File: src/rtl/lfsr_unit.sv
// -----------------------------------------------------------------------------
// lfsr_unit
// 8-bit Fibonacci LFSR execution unit driven by the command strobes of the
// prpg control core. It holds the generator state, the tap mask and a data
// memory base address. A run command steps the LFSR N times on its own and
// streams every new value into data memory, holding busy so that prpg stalls.
//
// Ports
//   clk        in   1  system clock, rising edge
//   reset      in   1  synchronous, active-high reset
//   operand    in   8  seed / tap mask / base address / run count
//   lfsr_seed  in   1  load the LFSR state from operand (0 loads 8'h01)
//   lfsr_tap   in   1  load the tap mask from operand
//   lfsr_lmem  in   1  load the memory base address from operand
//   lfsr_run   in   1  start a run of operand steps
//   busy       out  1  high while running or signalling completion
//   done       out  1  one-cycle completion pulse
//   mem_wr     out  1  data-memory write enable
//   mem_addr   out  8  data-memory write address (0 when not writing)
//   mem_wd     out  8  data-memory write data (0 when not writing)
//   state      out  8  current LFSR state
// -----------------------------------------------------------------------------
module lfsr_unit (
    input  logic       clk,
    input  logic       reset,
    input  logic [7:0] operand,
    input  logic       lfsr_seed,
    input  logic       lfsr_tap,
    input  logic       lfsr_lmem,
    input  logic       lfsr_run,
    output logic       busy,
    output logic       done,
    output logic       mem_wr,
    output logic [7:0] mem_addr,
    output logic [7:0] mem_wd,
    output logic [7:0] state
);

    typedef enum logic [1:0] {
        ST_IDLE = 2'd0,
        ST_RUN  = 2'd1,
        ST_DONE = 2'd2
    } fsm_t;

    localparam logic [7:0] LFSR_RST = 8'h01;
    localparam logic [7:0] TAPS_RST = 8'hB8;
    localparam logic [7:0] BASE_RST = 8'h00;

    // Fibonacci step: feedback is the parity of the tapped bits, shifted in at bit 0.
    function automatic logic [7:0] lfsr_step(input logic [7:0] cur, input logic [7:0] mask);
        return {cur[6:0], ^(cur & mask)};
    endfunction

    fsm_t       fsm_r,   fsm_nxt_s;
    logic [7:0] lfsr_r,  lfsr_nxt_s;
    logic [7:0] taps_r,  taps_nxt_s;
    logic [7:0] base_r,  base_nxt_s;
    logic [7:0] count_r, count_nxt_s;
    logic [7:0] idx_r,   idx_nxt_s;
    logic [7:0] step_s;
    logic       last_s;

    assign step_s = lfsr_step(lfsr_r, taps_r);
    // count_r is never 0 while in RUN, so count_r - 1 does not underflow there.
    assign last_s = (idx_r == (count_r - 8'd1));

    // Next-state and register-load decode; commands only act in IDLE, highest priority wins.
    always_comb begin
        fsm_nxt_s   = fsm_r;
        lfsr_nxt_s  = lfsr_r;
        taps_nxt_s  = taps_r;
        base_nxt_s  = base_r;
        count_nxt_s = count_r;
        idx_nxt_s   = idx_r;
        case (fsm_r)
            ST_IDLE: begin
                if (lfsr_seed) begin
                    // A zero seed would lock the LFSR at 0 forever.
                    if (operand == 8'h00) begin
                        lfsr_nxt_s = LFSR_RST;
                    end else begin
                        lfsr_nxt_s = operand;
                    end
                end else if (lfsr_tap) begin
                    taps_nxt_s = operand;
                end else if (lfsr_lmem) begin
                    base_nxt_s = operand;
                end else if (lfsr_run) begin
                    count_nxt_s = operand;
                    idx_nxt_s   = 8'd0;
                    if (operand == 8'h00) begin
                        fsm_nxt_s = ST_DONE;
                    end else begin
                        fsm_nxt_s = ST_RUN;
                    end
                end else begin
                    fsm_nxt_s = ST_IDLE;
                end
            end
            ST_RUN: begin
                lfsr_nxt_s = step_s;
                idx_nxt_s  = idx_r + 8'd1;
                if (last_s) begin
                    fsm_nxt_s = ST_DONE;
                end else begin
                    fsm_nxt_s = ST_RUN;
                end
            end
            ST_DONE: begin
                fsm_nxt_s = ST_IDLE;
            end
            default: begin
                fsm_nxt_s = ST_IDLE;
            end
        endcase
    end

    // State and datapath registers with synchronous reset.
    always_ff @(posedge clk) begin
        if (reset) begin
            fsm_r   <= ST_IDLE;
            lfsr_r  <= LFSR_RST;
            taps_r  <= TAPS_RST;
            base_r  <= BASE_RST;
            count_r <= 8'd0;
            idx_r   <= 8'd0;
        end else begin
            fsm_r   <= fsm_nxt_s;
            lfsr_r  <= lfsr_nxt_s;
            taps_r  <= taps_nxt_s;
            base_r  <= base_nxt_s;
            count_r <= count_nxt_s;
            idx_r   <= idx_nxt_s;
        end
    end

    // Output decode from registered state only; address and data are forced to 0 when idle.
    always_comb begin
        busy     = 1'b0;
        done     = 1'b0;
        mem_wr   = 1'b0;
        mem_addr = 8'h00;
        mem_wd   = 8'h00;
        case (fsm_r)
            ST_IDLE: begin
                busy = 1'b0;
            end
            ST_RUN: begin
                busy     = 1'b1;
                mem_wr   = 1'b1;
                mem_addr = base_r + idx_r;
                mem_wd   = step_s;
            end
            ST_DONE: begin
                busy = 1'b1;
                done = 1'b1;
            end
            default: begin
                busy = 1'b0;
            end
        endcase
    end

    assign state = lfsr_r;

endmodule

File: config.mk
export PLATFORM = sky130hd
export DESIGN_NAME = lfsr_unit
export DESIGN_NICKNAME = d
export VERILOG_FILES = /design/src/rtl/lfsr_unit.sv
export SDC_FILE = /design/constraint.sdc
export NUM_CORES = 1
export LEC_CHECK = 0
export ABC_CLOCK_PERIOD_IN_PS = 2000
export BUFFER_PORTS_ARGS = -buffer_cell sky130_fd_sc_hd__buf_2
export CAP_MARGIN = 20
export CORE_ASPECT_RATIO = 0.75
export CORE_MARGIN = 1
export CORE_UTILIZATION = 50
export DETAILED_ROUTE_END_ITERATION = 8
export GPL_ROUTABILITY_DRIVEN = 0
export GPL_TIMING_DRIVEN = 0
export PLACE_DENSITY = 0.75
export SLEW_MARGIN = 40
export SYNTH_ARGS = -nofsm -noshare
export SYNTH_HDL_FRONTEND = slang
export SYNTH_SLANG_ARGS = --single-unit
File: constraint.sdc
create_clock -name clk -period 2 [get_ports clk]
set_input_delay 0.2 -clock clk [delete_from_list [all_inputs] [get_ports clk]]
set_output_delay 0.2 -clock clk [all_outputs]
set_load 0.01 [all_outputs]
==> results of run 1 <==
==> layout make-up <==
type | count | area, um^2
fillers | 424 | 1610
multi-input cells | 239 | 1570
flip-flops and latches | 42 | 860
repair buffers | 47 | 253
clock buffers | 7 | 86.3
well taps | 57 | 71.3
plain buffers | 10 | 40.0
inverters | 8 | 30.0
clock inverters | 1 | 5.00
==> cell families after synthesis <==
logic type / share of synthesized area
xor+xnor: 0.102
simple gates: 0.242
flops: 0.352
compound gates: 0.167
mux: 0.0336
buf+inv: 0.0315
fa+ha+maj: 0.0713
==> cells in the mapped netlist (2+ instances only) <==
library cell  instances
a211oi_1              7
a21o_1                3
a21oi_1              33
and2_1               10
and3_1                2
clkbuf_1             11
dfxtp_1              42
ha_1                 12
inv_1                 7
mux2i_1               8
nand2_1              49
nand2b_1              4
nand3_1               4
nand4_1               3
nor2_1               36
nor3_1                4
nor4_1                3
o21ai_0               6
o21ai_1               6
o21bai_1              2
o221a_1               2
or3_1                 3
xnor2_1              14
xor2_1               12
==> power breakdown <==
part           total [W]  internal (W)  switching (W)  leakage, nW
Clock           0.000571      0.000279       0.000293       0.0482
Combinational   0.000993      0.000392       0.000601        0.868
Sequential       0.00105      0.000949      0.0000982        0.347
Total            0.00261       0.00162       0.000992         1.26
==> what timing repair did <==
| item | 4_1_cts | 5_1_grt |
|---|---|---|
| pin swaps | 13 | 16 |
| setup endpoints to repair | 20 | 13 |
| setup buffers | 8 | 2 |
| resized for setup | 26 | 7 |
| gates cloned | 0 | 0 |
==> state kept, by name (all words and copies together), names as in the netlist <==
| name | cells |
|---|---|
| state | 8 |
| fsm_r | 2 |
| base_r | 8 |
| idx_r | 8 |
| taps_r | 8 |
| count_r | 8 |
==> how the worst min path moves through the flow <==
stage	endpoint	slack, ns	depth (start not counted)
after floorplan	fsm_r[0]	0.28	1
after global placement	fsm_r[0]	0.45	2
after CTS	fsm_r[0]	0.14	2
final	fsm_r[0]	0.16	2
after detailed placement	base_r[5]	0.45	2
after global routing	fsm_r[0]	0.16	2
==> metal layers <==
| layer | global-route usage | wire [um] | up-vias |
|---|---|---|---|
| met5 | 0 | 0 | - |
| met1 | 0.393 | 3180 | 1052 |
| met4 | 0.0551 | 33 | 0 |
| li1 | - | - | 1137 |
| met2 | 0.436 | 2800 | 84 |
| met3 | 0.0818 | 471 | 4 |
==> per-stage QoR <==
step	setup TNS, ns	hold slack [ns]	worst slack, ns	total power [W]
2_1_floorplan	0	0.279	0.0273	0.00170
3_3_place_gp	-0.507	0.452	-0.215	0.00199
3_5_place_dp	-0.881	0.453	-0.220	0.00202
4_1_cts	-0.542	0.143	-0.253	0.00261
5_1_grt	-1.57	0.164	-0.411	0.00279
6_report	-0.870	0.160	-0.328	0.00261
==> critical path: stages, from the launching register on <==
cell      delay (ns)
dfxtp_1         0.35
ha_4            0.18
fa_2            0.36
a21o_1          0.18
a21oi_2         0.18
o21bai_1        0.10
a21oi_2         0.14
xor2_1          0.16
nor2_1          0.05
buf_2           0.14
==> results by group, run 1 <==
Run status
  • Status: complete, but fails checks
  • Failing checks: setup timing

Clocking
  • Clk Latency, worst-skew pair: 0.30 ns
  • Total CTS buffers: 5
  • CTS max path bufs: 2
  • CTS Hold Bufs: 0
  • CTS tree: yes
  • Root Buffer: clkbuf_8
  • Clock transition at path regs: 0.08 ns
  • Num Clock Sinks: 42
  • H-Tree Depth: 2

Route
  • DR vias/cell: 5.54
  • Initial drt markers: 132
  • Via count: 2277
  • Drt drc: 0
  • Wirelength per Cell: 15.8 um
  • DRT Pass-1 Iters: 5
  • Post-route ant nets: 0
  • Total wire length: about 6500 um

Critical path
  • Reg2Reg Setup Slack: -0.05 ns
  • CP Data Required Time: 1.80 ns
  • FF-to-FF path depth: 6
  • Reg2reg start: count_r[1]
  • CP Class: flop to primary output
  • Reg-to-Reg End: fsm_r[1]
  • CP Max Fanout: 2
  • Crit path to: mem_addr[6]
  • CP Launch Type: flop
  • Worst setup path startpoint: base_r[0]
  • Data arrival time of the worst path: roughly 2.1 ns
  • Critical path endpoint category: primary output

STA
  • Final Worst Setup Slack: -0.328 ns
  • RSZ-0062 raised after global routing: true
  • Slew HR: 0.590
  • Worst Tran Pin Value: 0.616 ns
  • Hold violation count in the final report: 0
  • Fin crit share: 1.16
  • Fmax: 430 MHz
  • Max Slew Vio Count: 0
  • Final Critical Period: 2.33 ns
  • Fin Clk Skew: 0.00716 ns
  • Final setup viols: 6

Synth
  • Yosys top cell by area: dfxtp_1
  • Top FF cell, synth: dfxtp_1
  • Post-synthesis sequential area ratio: 0.352
  • Top cells by area, synth: dfxtp_1, nand2_1, a21oi_1
  • Synth top area share: 0.352
  • EDFF count, synth: 0
  • Syn Inst Count: 301
  • Syn. warnings: 0
  • Post-synth ARST share: 0
  • Syn Nets: 328
  • Syn avg cell area: 7.93 um^2
  • Distinct cells, synth: 42
  • Mapped Area: 2390 um^2
  • Yosys reg bits: 42

Cells and area
  • Layout cells sized above 1: 0.237
  • Fin cells: 411
  • Antenna diode count: 0
  • Nets: 380
  • Commonest non-fill, non-tap cell in the layout: nand2_1
  • Layout Area Growth over Synthesis: 22.1%
  • Most frequent cells in the layout: nand2_1, buf_2, nor2_1
  • Util after Layout: 0.645
  • Post-route cell area: just under 3000 um^2

Placed design
  • Port buffer count: 40
  • DP Wirelength: 4650 um
  • Post-DP Area: 2660 um^2
  • Cells after DPL: 398

Pwr
  • VDD IR-drop max: ~710 uV
  • Pwr dens: 896 nW/um^2
  • Pleak: 1.26 nW

Floorplanning
  • DIE AREA: 5060 um^2
  • Die height: roughly 62 um
  • Area of the core: 4520 um^2
  • Die width: between 80 and 90 um
  • Initial Utilization: 0.528
  • # IOs: 41
  • Num rows: 21

Global route
  • GRT overflow: 0
  • First-pass GRT wire length: approximately 10000 um
  • Pin count of the biggest net entering global routing: 13
  • Total track usage: 0.282
  • Vias in the first global route: 2115
  • Initial antenna violation count: 0

Worst hold path
  • Hold Path Origin: reset
  • Hold Crit Class: primary input to flop

Run
  • Max-Cap Viols: 0
Power figures use the tool's default switching activity.
==> inputs of run 2 (changes only) <==
--- a/config.mk
+++ b/config.mk
@@ -11,6 +11,7 @@
 export CORE_ASPECT_RATIO = 0.75
 export CORE_MARGIN = 1
 export CORE_UTILIZATION = 50
+export CTS_BUF_LIST = sky130_fd_sc_hd__clkbuf_16
 export DETAILED_ROUTE_END_ITERATION = 8
 export GPL_ROUTABILITY_DRIVEN = 0
 export GPL_TIMING_DRIVEN = 0
==> run 2 against run 1 <==
Effect of this change: the flow still finishes with violations (setup timing); first-iteration DRC count is 16% higher; clock power is 33% higher; sequential power hardly changed; non-clock buffer count stayed put; worst setup slack better by 0.050 ns; final area is 1.5% higher; routed wire length is 1.3% lower; sequential share of layout area is 0.45 points lower; hold slack better by 0.023 ns; flip-flop and latch count stayed put; clock skew is 0.0022 ns lower.
==> results by group, run 2 (synthesized netlist as in run 1, its figures left out) <==
Global route
  • Pin count of the biggest net entering global routing: 13
  • Total track usage: 0.277
  • Vias in the first global route: approximately 2100
  • Initial antenna violation count: 0
  • First-pass GRT wire length: 10200 um
  • GRT overflow: 0

Critical path
  • Top cell by count, worst path: a21oi_2
  • Peak per-stage delay on the critical path: around 0.36 ns
  • Reg-to-Reg End: fsm_r[1]
  • Data arrival time of the worst path: 2.08 ns
  • Crit path to: mem_addr[6]
  • CP Class: flop to primary output
  • CP top delay family: compound AO/OA/AOI/OAI gates
  • Buffers plus inverters on the worst setup path: 1
  • Stages on worst setup path: 9
  • FF-to-FF path depth: 6
  • CP cell instances: ha_4 > fa_2 > a21o_1 > a21oi_2 > o21bai_1 > a21oi_2 > xor2_1 > nor2_1 > buf_2
  • CP Launch Type: flop
  • CP Max Fanout: 2
  • Reg2reg start: count_r[0]
  • Reg2Reg Setup Slack: 0 ns
  • CP Data Required Time: 1.80 ns
  • Critical path endpoint category: primary output
  • Worst setup path startpoint: idx_r[0]
  • CP max stage cell: dfxtp_4

Cells and area
  • Antenna diode count: 0
  • Nets: 380
  • Layout Area Growth over Synthesis: 24.0%
  • Layout cells sized above 1: 0.234
  • Filler Cell Count: 415
  • Most frequent cells in the layout: nand2_1, buf_2, nor2_1
  • Util after Layout: 0.654
  • Commonest non-fill, non-tap cell in the layout: nand2_1

STA
  • Hold violation count in the final report: 0
  • Worst Tran Pin Value: 0.601 ns
  • Final Critical Period: 2.28 ns
  • Fmax: 439 MHz
  • Fin Clk Skew: 0.00497 ns
  • Final Worst Setup Slack: -0.278 ns
  • RSZ-0062 raised after global routing: true
  • Slew HR: 0.600
  • Final setup viols: 6
  • Max Slew Vio Count: 0
  • Fin crit share: 1.14
  • Setup TNS: -0.548 ns

Route
  • DR vias/cell: ~5.6
  • Wirelength per Cell: 15.6 um
  • Post-route ant nets: 0
  • Initial drt markers: 153
  • DRT Pass-1 Iters: 5
  • Drt drc: 0
  • Total wire length: about 6400 um
  • Via count: between 2000 and 2500

Clocking
  • Total CTS buffers: 5
  • Clk Latency, worst-skew pair: between 0.2 and 0.3 ns
  • Root Buffer: clkbuf_16
  • CTS max path bufs: 2
  • CTS tree: yes
  • Clock transition at path regs: 0.06 ns
  • CTS Hold Bufs: 0
  • H-Tree Depth: 2
  • Num Clock Sinks: between 40 and 50

Pwr
  • VDD IR-drop max: 609 uV
  • P_sw: 0.00101 W
  • Switching Fraction: 0.360
  • Internal Power: 0.00180 W
  • Pleak: 1.28 nW
  • Seq pwr share: 0.373
  • Clock power share: 0.271
  • Pwr dens: 949 nW/um^2
  • Combinational Power Share: 0.355

Worst hold path
  • Hold Crit Class: primary input to flop

Floorplanning
  • Num rows: 21
  • # IOs: 41
  • Area of the core: between 4000 and 5000 um^2
  • Die width: 81.8 um
  • Initial Utilization: 0.528
  • DIE AREA: 5060 um^2
  • Die height: 61.8 um

Placed design
  • DP Wirelength: 4650 um
  • Pre-CTS setup slack: -0.220 ns
  • Port buffer count: 40

Run status
  • Failing checks: setup timing
  • Status: complete, but fails checks

Run
  • Max-Cap Viols: 0
run 2: repair_timing:
action | 4_1_cts | 5_1_grt
buffers inserted | 7 | 2
gates resized for setup | 24 | 8
pin swaps | 13 | 9
setup endpoints to repair | 20 | 18
run 2: worst reg2reg max path, cell delays in order (launching register included):
cell and delay [ns]:
dfxtp_4 0.35, or4_4 0.53, and4bb_1 0.27, a311oi_1 0.05
a2111o_1 0.46, nor2_1 0.13, o221a_1 0.17
run 2: final cells by class:
type	count	area, um^2	share of cell area
Clock buffer	5	125	0.0423
Timing Repair Buffer	47	253	0.0854
Inverter	8	30.0	0.0102
Tap cell	57	71.3	0.0241
Sequential cell	42	860	0.291
Multi-Input combinational cell	239	1570	0.530
Clock inverter	3	12.5	0.00423
Buffer	10	40.0	0.0135
run 2: routing by layer:
| layer | wire length, um | GRT usage | vias to the layer above |
|---|---|---|---|
| met2 | 2720 | 0.431 | 79 |
| met4 | 76 | 0.0727 | 0 |
| li1 | - | - | 1144 |
| met5 | 0 | 0 | - |
| met3 | 540 | 0.0745 | 8 |
| met1 | 3060 | 0.381 | 1060 |
run 2: worst min-delay path by stage:
stage / endpoint / start / cells past startpoint / slack (ns)
after global routing: fsm_r[0] / reset / 2 / 0.18
after CTS: fsm_r[0] / reset / 2 / 0.17
after floorplan: fsm_r[0] / reset / 1 / 0.28
after global placement: fsm_r[0] / reset / 2 / 0.45
after detailed placement: base_r[5] / base_r[5] / 2 / 0.45
final: fsm_r[0] / reset / 2 / 0.18
run 2: power by group through the flow:
| stage | sequential [W] | clock, W | combinational, W |
|---|---|---|---|
| 2_1_floorplan | 0.00108 | 0 | 0.000626 |
| 3_3_place_gp | 0.00106 | 0 | 0.000927 |
| 3_5_place_dp | 0.00107 | 0 | 0.000951 |
| 4_1_cts | 0.00105 | 0.000769 | 0.000971 |
| 5_1_grt | 0.00107 | 0.000814 | 0.00110 |
| 6_report | 0.00105 | 0.000762 | 0.000998 |
run 2: metrics by stage:
stage               hold WS [ns]  area, um^2  cells  power [W]
floorplan                  0.279        2390    301    0.00170
global placement           0.452        2660    398    0.00199
detailed placement         0.453        2660    398    0.00202
CTS                        0.168        2920    411    0.00279
global route               0.179        2960    411    0.00298
finish                     0.182        2960    411    0.00281
==> inputs of run 3 (changes only) <==
--- a/config.mk
+++ b/config.mk
@@ -6,13 +6,13 @@
 export NUM_CORES = 1
 export LEC_CHECK = 0
 export ABC_CLOCK_PERIOD_IN_PS = 2000
-export BUFFER_PORTS_ARGS = -buffer_cell sky130_fd_sc_hd__buf_2
 export CAP_MARGIN = 20
-export CORE_ASPECT_RATIO = 0.75
+export CORE_ASPECT_RATIO = 0.8
 export CORE_MARGIN = 1
-export CORE_UTILIZATION = 50
+export CORE_UTILIZATION = 57
 export CTS_BUF_LIST = sky130_fd_sc_hd__clkbuf_16
 export DETAILED_ROUTE_END_ITERATION = 8
+export DONT_BUFFER_PORTS = 1
 export GPL_ROUTABILITY_DRIVEN = 0
 export GPL_TIMING_DRIVEN = 0
 export PLACE_DENSITY = 0.75
==> run 3 against run 2 <==
Effect of this change: the flow still finishes with violations (setup timing); sequential share of layout area increased by 1.7 points; die area shrank 12%; hold slack worse by 0.15 ns; count of clock-buffer cells in the layout unchanged.
==> results by group, run 3 (synthesized netlist as in run 1, its figures left out) <==
Clocking
  • Clk Latency, worst-skew pair: 0.28 ns
  • CTS tree: yes
  • Clock transition at path regs: 0.06 ns
  • Num Clock Sinks: 42
  • CTS max path bufs: 2
  • Root Buffer: clkbuf_16
  • H-Tree Depth: 2
  • Total CTS buffers: 5

Route
  • Initial drt markers: between 100 and 150
  • DRT Pass-1 Iters: 4
  • Via count: 2111
  • Post-route ant nets: 0
  • DR vias/cell: 5.67
  • Total wire length: ~6300 um
  • Drt drc: 0
  • Wirelength per Cell: 16.9 um

Global route
  • First-pass GRT wire length: 9800 um
  • Vias in the first global route: 2019
  • Pin count of the biggest net entering global routing: 15
  • Initial antenna violation count: 0
  • GRT overflow: 0
  • Total track usage: 0.307

Pwr
  • Seq pwr share: 0.404
  • Switching Fraction: 0.360
  • Post-layout power: approximately 0.0027 W
  • Clock power share: 0.285
  • Combinational Power Share: 0.311
  • Pwr dens: approximately 960 nW/um^2
  • Pleak: between 1 and 1.5 nW
  • VDD IR-drop max: 604 uV
  • Internal Power: 0.00172 W
  • P_sw: 0.000967 W

STA
  • WHS: 0.0357 ns
  • Final Worst Setup Slack: -0.210 ns
  • RSZ-0062 raised after global routing: true
  • Fin Clk Skew: 0.00406 ns
  • Max Slew Vio Count: 0
  • Worst Tran Pin Value: 0.582 ns
  • Final Critical Period: 2.21 ns
  • Hold violation count in the final report: 0
  • Fin crit share: 1.11
  • Fmax: 452 MHz
  • Slew HR: 0.612
  • Final setup viols: 6

Cells and area
  • Filler Cell Count: 339
  • Nets: 343
  • Commonest non-fill, non-tap cell in the layout: nand2_1
  • Layout Area Growth over Synthesis: 16.8%
  • Layout cells sized above 1: 0.155
  • Antenna diode count: 0
  • Most frequent cells in the layout: nand2_1, dfxtp_1, nor2_1

Critical path
  • Data arrival time of the worst path: around 2 ns
  • CP Class: flop to primary output
  • Critical path endpoint category: primary output
  • CP Launch Type: flop
  • CP Data Required Time: 1.80 ns
  • CP max stage cell: dfxtp_4
  • CP Max Fanout: 2
  • CP cell instances: ha_4 > fa_2 > a21o_1 > a21oi_2 > o21bai_1 > a21oi_1 > xor2_1 > nor2_2
  • Peak per-stage delay on the critical path: 0.36 ns

Floorplanning
  • Area of the core: 3900 um^2
  • Num rows: 20
  • Initial Utilization: 0.611
  • Die width: around 74 um
  • # IOs: 41
  • Die height: 59.9 um
  • DIE AREA: ~4500 um^2

Run status
  • Status: complete, but fails checks
  • Failing checks: setup timing

Run
  • Max-Cap Viols: 0

Placed design
  • Pre-CTS setup slack: -0.150 ns
  • DP Wirelength: 4270 um
  • Port buffer count: 0

Worst hold path
  • Hold Crit Class: primary input to flop
## run 3: final timing paths
kind	endpoint	depth (start not counted)	slack, ns	start
max reg2reg	fsm_r[1]	6	-0.04	count_r[0]
min	count_r[0]	2	0.04	operand[0]
max	mem_addr[6]	8	-0.21	idx_r[0]
min reg2reg	base_r[2]	2	0.47	base_r[2]
## run 3: repair_timing
item                                    in CTS  in global routing
pin swaps                                   15                  7
buffers inserted                             8                  2
endpoints found under the setup margin      18                 15
resized for setup                           28                 10
hold endpoints to repair                     1                  0
hold buffers                                 1                  0
## run 3: critical path: cells and delay by family, from the launching register on
family / cells / cell delay (ns)
XOR/XNOR: 1 / 0.18
adder cells (fa/ha/maj): 2 / 0.52
AO/OA/AOI/OAI: 4 / 0.59
flip-flops: 1 / 0.36
AND/OR/NAND/NOR: 1 / 0.08
## run 3: layer usage
metal,track usage,part of all wire,vias up
met5,0,0,-
met4,0.0916,0.013,0
met3,0.0894,0.064,9
met2,0.481,0.46,56
met1,0.411,0.46,979
li1,-,-,1067
## run 3: cell type report
type | count | area, um^2 | area share
tap | 55 | 68.8 | 0.0247
clock inverter | 3 | 12.5 | 0.00449
sequential | 42 | 857 | 0.307
inverter | 8 | 30.0 | 0.0108
timing repair buffer | 9 | 70.1 | 0.0251
buffer | 11 | 45.0 | 0.0162
clock buffer | 5 | 125 | 0.0449
multi-input combinational | 239 | 1580 | 0.566
## run 3: metrics by stage
step           instance area (um^2)  TNS, ns   util  instances
6_report                       2790   -0.590  0.714        372
3_3_place_gp                   2450   -0.307  0.629        356
4_1_cts                        2750   -0.329  0.705        371
5_1_grt                        2790   -0.985  0.714        372
2_1_floorplan                  2390        0      -        301
3_5_place_dp                   2450   -0.462  0.629        356
## run 3: power groups by stage
stage,registers [W],logic [W],clock network (W)
CTS,0.00108,0.000802,0.000774
detailed placement,0.00111,0.000766,0
global route,0.00110,0.000932,0.000818
floorplan,0.00108,0.000626,0
finish,0.00108,0.000834,0.000767
global placement,0.00110,0.000748,0
